==> src/rtl/df_mac_if.sv <==
// Stream interface between the address counter / RAM side and the df_mac stage.
// The master drives term addresses, RAM data and bias; the slave returns results.
interface df_mac_if #(
    parameter int DATA_W = 8,
    parameter int ADDR_W = 3,
    parameter int ACC_W  = 20
);
    logic [ADDR_W-1:0]        sel;
    logic                     sel_rdy;
    logic signed [DATA_W-1:0] x_data;
    logic signed [DATA_W-1:0] w_data;
    logic signed [ACC_W-1:0]  bias;
    logic signed [ACC_W-1:0]  sum;
    logic                     sum_rdy;
    logic                     ovf;
    logic                     abort;
    logic                     busy;

    modport master (
        output sel, sel_rdy, x_data, w_data, bias,
        input  sum, sum_rdy, ovf, abort, busy
    );

    modport slave (
        input  sel, sel_rdy, x_data, w_data, bias,
        output sum, sum_rdy, ovf, abort, busy
    );
endinterface

==> src/rtl/df_mac.sv <==
// Three-stage multiply-accumulate: address/valid align, product register, then a
// saturating accumulator FSM that emits one bias-added dot product per N-term vector.
module df_mac #(
    parameter int DATA_W = 8,
    parameter int ADDR_W = 3,
    parameter int ACC_W  = 20
) (
    input  logic     clk,
    input  logic     reset,
    df_mac_if.slave  bus
);
    localparam int PROD_W = 2 * DATA_W;
    localparam logic [ADDR_W-1:0] LAST_IDX = '1;
    localparam logic signed [ACC_W-1:0] ACC_MAX = {1'b0, {(ACC_W-1){1'b1}}};
    localparam logic signed [ACC_W-1:0] ACC_MIN = {1'b1, {(ACC_W-1){1'b0}}};

    typedef enum logic {IDLE, ACC} state_e;

    state_e state_q, state_d;

    logic                     v1_q;
    logic [ADDR_W-1:0]        i1_q;
    logic                     v2_q;
    logic [ADDR_W-1:0]        i2_q;
    logic signed [PROD_W-1:0] prod_q;

    logic signed [ACC_W-1:0]  acc_q, acc_d;
    logic                     ovf_acc_q, ovf_acc_d;
    logic [ADDR_W-1:0]        exp_q, exp_d;
    logic signed [ACC_W-1:0]  sum_q, sum_d;
    logic                     ovf_q, ovf_d;
    logic                     sum_rdy_q, sum_rdy_d;
    logic                     abort_q, abort_d;

    logic signed [ACC_W-1:0]  prod_ext;
    logic signed [ACC_W-1:0]  add_a;
    logic signed [ACC_W:0]    add_full;
    logic                     add_ovf;
    logic signed [ACC_W-1:0]  add_sat;

    // S1 lines the address up with the RAM read; S2 holds the product.
    // NOTE: registers are written with non-blocking assignments so every stage
    // samples the previous stage's value from before this clock edge.
    always_ff @(posedge clk) begin
        if (reset) begin
            v1_q   <= 1'b0;
            i1_q   <= '0;
            v2_q   <= 1'b0;
            i2_q   <= '0;
            prod_q <= '0;
        end else begin
            v1_q <= bus.sel_rdy;
            i1_q <= bus.sel;
            v2_q <= v1_q;
            i2_q <= i1_q;
            if (v1_q) begin
                prod_q <= PROD_W'(bus.x_data) * PROD_W'(bus.w_data);
            end
        end
    end

    // One shared adder: bias starts a vector in IDLE, the accumulator continues it.
    assign prod_ext = ACC_W'(prod_q);
    assign add_a    = (state_q == IDLE) ? bus.bias : acc_q;
    assign add_full = {add_a[ACC_W-1], add_a} + {prod_ext[ACC_W-1], prod_ext};
    assign add_ovf  = add_full[ACC_W] ^ add_full[ACC_W-1];
    assign add_sat  = !add_ovf ? add_full[ACC_W-1:0]
                               : (add_full[ACC_W] ? ACC_MIN : ACC_MAX);

    always_ff @(posedge clk) begin
        if (reset) begin
            state_q   <= IDLE;
            acc_q     <= '0;
            ovf_acc_q <= 1'b0;
            exp_q     <= '0;
            sum_q     <= '0;
            ovf_q     <= 1'b0;
            sum_rdy_q <= 1'b0;
            abort_q   <= 1'b0;
        end else begin
            state_q   <= state_d;
            acc_q     <= acc_d;
            ovf_acc_q <= ovf_acc_d;
            exp_q     <= exp_d;
            sum_q     <= sum_d;
            ovf_q     <= ovf_d;
            sum_rdy_q <= sum_rdy_d;
            abort_q   <= abort_d;
        end
    end

    // NOTE: every signal is given a default before the case so no path leaves
    // one unassigned, which would otherwise infer a latch.
    always_comb begin
        state_d   = state_q;
        acc_d     = acc_q;
        ovf_acc_d = ovf_acc_q;
        exp_d     = exp_q;
        sum_d     = sum_q;
        ovf_d     = ovf_q;
        sum_rdy_d = 1'b0;
        abort_d   = 1'b0;

        unique case (state_q)
            IDLE: begin
                // Terms other than index 0 are ignored here: joining mid-vector.
                if (v2_q && (i2_q == '0)) begin
                    acc_d     = add_sat;
                    ovf_acc_d = add_ovf;
                    exp_d     = ADDR_W'(1);
                    state_d   = ACC;
                end
            end
            ACC: begin
                if (v2_q && (i2_q == exp_q)) begin
                    if (i2_q == LAST_IDX) begin
                        sum_d     = add_sat;
                        ovf_d     = ovf_acc_q | add_ovf;
                        sum_rdy_d = 1'b1;
                        state_d   = IDLE;
                    end else begin
                        acc_d     = add_sat;
                        ovf_acc_d = ovf_acc_q | add_ovf;
                        exp_d     = exp_q + 1'b1;
                    end
                end else begin
                    // A gap or out-of-order term kills the vector; that term is dropped too.
                    abort_d = 1'b1;
                    state_d = IDLE;
                end
            end
            default: state_d = IDLE;
        endcase
    end

    assign bus.sum     = sum_q;
    assign bus.sum_rdy = sum_rdy_q;
    assign bus.ovf     = ovf_q;
    assign bus.abort   = abort_q;
    assign bus.busy    = (state_q == ACC);
endmodule
==> src/flat_wrapper.sv <==
// flat-port wrapper written by rule: the top's interface ports become plain ports
module df_mac_flat 
#(
    parameter int DATA_W = 8,
    parameter int ADDR_W = 3,
    parameter int ACC_W  = 20
)
  (clk, reset, bus_sel, bus_sel_rdy, bus_x_data, bus_w_data, bus_bias, bus_sum, bus_sum_rdy, bus_ovf, bus_abort, bus_busy);
  df_mac_if #(.DATA_W(DATA_W), .ADDR_W(ADDR_W), .ACC_W(ACC_W)) bus_i ();
  input  logic clk;
  input  logic reset;
  input wire logic [$bits(bus_i.sel)-1:0] bus_sel;
  input wire logic [$bits(bus_i.sel_rdy)-1:0] bus_sel_rdy;
  input wire logic [$bits(bus_i.x_data)-1:0] bus_x_data;
  input wire logic [$bits(bus_i.w_data)-1:0] bus_w_data;
  input wire logic [$bits(bus_i.bias)-1:0] bus_bias;
  output wire logic [$bits(bus_i.sum)-1:0] bus_sum;
  output wire logic [$bits(bus_i.sum_rdy)-1:0] bus_sum_rdy;
  output wire logic [$bits(bus_i.ovf)-1:0] bus_ovf;
  output wire logic [$bits(bus_i.abort)-1:0] bus_abort;
  output wire logic [$bits(bus_i.busy)-1:0] bus_busy;
  assign bus_i.sel = bus_sel;
  assign bus_i.sel_rdy = bus_sel_rdy;
  assign bus_i.x_data = bus_x_data;
  assign bus_i.w_data = bus_w_data;
  assign bus_i.bias = bus_bias;
  assign bus_sum = bus_i.sum;
  assign bus_sum_rdy = bus_i.sum_rdy;
  assign bus_ovf = bus_i.ovf;
  assign bus_abort = bus_i.abort;
  assign bus_busy = bus_i.busy;
  df_mac #(.DATA_W(DATA_W), .ADDR_W(ADDR_W), .ACC_W(ACC_W)) u_core (.clk(clk), .reset(reset), .bus(bus_i));
endmodule
==> config.mk <==
export PLATFORM = sky130hd
export DESIGN_NAME = df_mac_flat
export DESIGN_NICKNAME = d
export VERILOG_FILES = /design/src/rtl/df_mac_if.sv /design/src/rtl/df_mac.sv /design/src/flat_wrapper.sv
export SDC_FILE = /design/constraint.sdc
export NUM_CORES = 1
export LEC_CHECK = 0
export ABC_CLOCK_PERIOD_IN_PS = 5900
export BUFFER_PORTS_ARGS = -buffer_cell sky130_fd_sc_hd__clkbuf_2
export CAP_MARGIN = 20
export CORE_ASPECT_RATIO = 0.9
export CORE_MARGIN = 5
export CORE_UTILIZATION = 35
export CTS_CLUSTER_DIAMETER = 200
export DETAILED_ROUTE_END_ITERATION = 8
export SETUP_SLACK_MARGIN = 0.05
export SYNTH_ARGS = -nofsm -noshare
export SYNTH_HDL_FRONTEND = slang
export SYNTH_SLANG_ARGS = --single-unit
==> constraint.sdc <==
create_clock -name clk -period 5.9 [get_ports clk]
set_input_delay 1.18 -clock clk [delete_from_list [all_inputs] [get_ports clk]]
set_output_delay 1.18 -clock clk [all_outputs]
set_load 0.01 [all_outputs]
==> impl_metrics.json <==
{
  "coreArea_mm2": 0.0184,
  "synth-async-reset-ratio_pct": 0,
  "cp-start-kind": "input port",
  "gp_congestion": 0.865,
  "rows": 47,
  "synth_edf_count": 0,
  "io-pin-count": 66,
  "synth_area_mm2": 0.00654,
  "dp_hpwl_um": 11800,
  "pre_cts_ws_ns": 0.348,
  "slowest_delay_ns": 0.54,
  "slew_headroom_pct": 36.6,
  "grt_pass1_wl_um": 25500,
  "cp_max_fo": 8,
  "fin_crit_ns": 5.17,
  "synthFlopType": "dfxtp_1",
  "postCtsHoldBufs": 0,
  "outcome": "complete, no violations",
  "numCtsBuffers": 9,
  "synthCells": 747,
  "final_core_util_pct": 39.9,
  "clkSlewWorstSetupHoldPaths_ns": 0.06,
  "clock-root-buffer": "clkbuf_16",
  "drt_iter0_drc": 264,
  "antenna_found_initial": 0,
  "dieWidth_um": 154,
  "initial_core_util_pct": 35.5,
  "detail_route.wl_per_cell_um": 14.0,
  "setup_viol": 0,
  "final_max_slew_viol_count": 0,
  "ys_warn_count": 0,
  "cts_setup_buffers": 0,
  "syn-num-nets": 895,
  "dieArea_mm2": 0.0215,
  "drc": 0,
  "fin_nets": 947,
  "cts.sinks": 72,
  "slowest_stage": "fa_1",
  "postRouteAntennaNets": 0,
  "tightest_slew_ns": 0.946,
  "crit_chain": "clkbuf_2 -> and2_1 -> fa_1 -> fa_1 -> inv_1 -> fa_1 -> fa_1 -> inv_1 -> ha_1 -> a21o_1 -> a21oi_1 -> o21ai_0 -> a21oi_1 -> o21bai_1 -> a41oi_1 -> mux2i_1 -> o311ai_0",
  "ys_seq_area_share_pct": 22.1,
  "fin_skew_ns": 0.00924,
  "grt_overflow": 0,
  "fmax_mhz": 194,
  "postSynthAreaPerCell_um2": 8.75,
  "die_y_um": 140,
  "setup_slack_ns": 0.733,
  "cts_buffer_depth": 2,
  "dr.pass1.iters": 4,
  "h-tree-depth": 3,
  "timing_hold_violations_final": 0,
  "rsz0062_at_grt": "no",
  "worstPathArrival_ns": 5.37,
  "cts_tree": "yes",
  "drive_above_1_share_pct": 14.7,
  "fillers": 1863,
  "portBuffers": 65,
  "wirelength_um": 14700,
  "post_cts_resized": 0,
  "synthDistinctLibCells": 66,
  "ys_ff_latch": 72,
  "vias_per_cell": 4.86,
  "powerDensity_mw_per_mm2": 366,
  "p_leak_uw": 0.00325,
  "finalPower_uw": 2680,
  "final.setup.tns_ns": 0,
  "diodes": 0,
  "cp_common_cell": "fa_1",
  "period_share_pct": 87.6,
  "grtUsageTotal_pct": 14.2,
  "grt_pass1_vias": 5132,
  "rrSetupSlack_ns": 1.62,
  "grt_start_max_net_pins": 54,
  "min_path_type": "reg -> reg",
  "clkLatencyLatePin_ns": 0.34,
  "dr_total_vias": 5099,
  "irDropWorstVdd_mv": 0.200,
  "cp-end-kind": "flop",
  "cp_data_required_time_ns": 6.10,
  "path_class": "in -> reg",
  "cap_violations": 0,
  "syn2layout_area_growth_pct": 12.3
}
==> cells in the final DEF, fill, tap and decap left out, types with 24 or more instances in the layout <==
master,n
ha_1,50
xnor2_1,24
fa_1,56
o21ai_0,43
nand2_1,69
nor2_1,53
and2_1,40
a21oi_1,39
dfxtp_1,72
clkbuf_2,65
inv_1,90
==> path summary, 6_finish.rpt <==
kind,from,depth (start not counted),to
setup / recovery,bus_w_data[4],17,u_core.prod_q[14]
setup reg to reg,u_core.bus.busy,13,u_core.bus.ovf
hold / removal,u_core.i1_q[1],1,u_core.i2_q[1]
hold reg to reg,u_core.i1_q[1],1,u_core.i2_q[1]
==> kinds of logic (layout without fill, tap and decap cells) <==
logic type	count (synthesis)	count (layout)	synth area share [%]
fa+ha+maj	111	111	27.5
buf+inv	117	174	7.81
mux	33	33	5.44
flops	72	72	22.1
xor+xnor	31	31	4.56
compound gates	159	159	15.8
simple gates	224	224	16.8
==> state kept, by name (all words and copies together), names as in the netlist, 3 cells and up <==
signal and cells:
u_core.prod_q 16, u_core.i1_q 3, u_core.bus.sum 20, u_core.exp_q 3
u_core.acc_q 20, u_core.i2_q 3
==> routing by layer <==
metal	share of wire (%)	routed length, µm	global-route usage (%)	up-vias
li1	-	-	-	2614
met1	49	7270	19.8	2376
met2	44	6520	22.5	92
met3	4.6	679	2.95	17
met4	1.6	231	3.76	0
met5	0	0	0	-
==> Yosys cell counts, drive strengths merged (17+ instances only) <==
library cell	n	area [µm²]
ha	50	626
dfxtp	72	1440
inv	90	338
mux2	20	225
fa	56	1120
nor2	53	199
o21ai	49	253
nand2	70	265
and2	40	250
a211oi	17	138
xnor2	26	254
a21oi	39	195
==> power by group <==
part,total (µW),switching [µW],internal [µW]
clock network,587,217,370
registers,561,30.6,530
logic,1540,896,640
==> area by class of cell <==
cell class,count,area [µm²],area share (%)
clock buffer,9,225,3.07
inverter,90,338,4.60
tap,245,307,4.18
multi-input combinational,558,4580,62.5
timing repair buffer,68,348,4.74
sequential,72,1440,19.6
clock inverter,7,95.1,1.30
==> through the flow <==
stage               cells  instance area, µm²  hold WS, ns
finish               1049                7340        0.435
global route         1049                7340        0.461
CTS                  1049                7340        0.439
detailed placement   1033                7020        0.426
global placement     1033                7020        0.423
floorplan             747                6540        0.410
==> worst max-delay path, delay by kind of cell <==
kind                     cells  cell delay (ns)
adder cells (fa/ha/maj)      5             2.32
AO/OA/AOI/OAI                7             1.21
multiplexers                 1             0.20
AND/OR/NAND/NOR              1             0.20
buffers and inverters        3             0.24
Power figures use the tool's default switching activity.
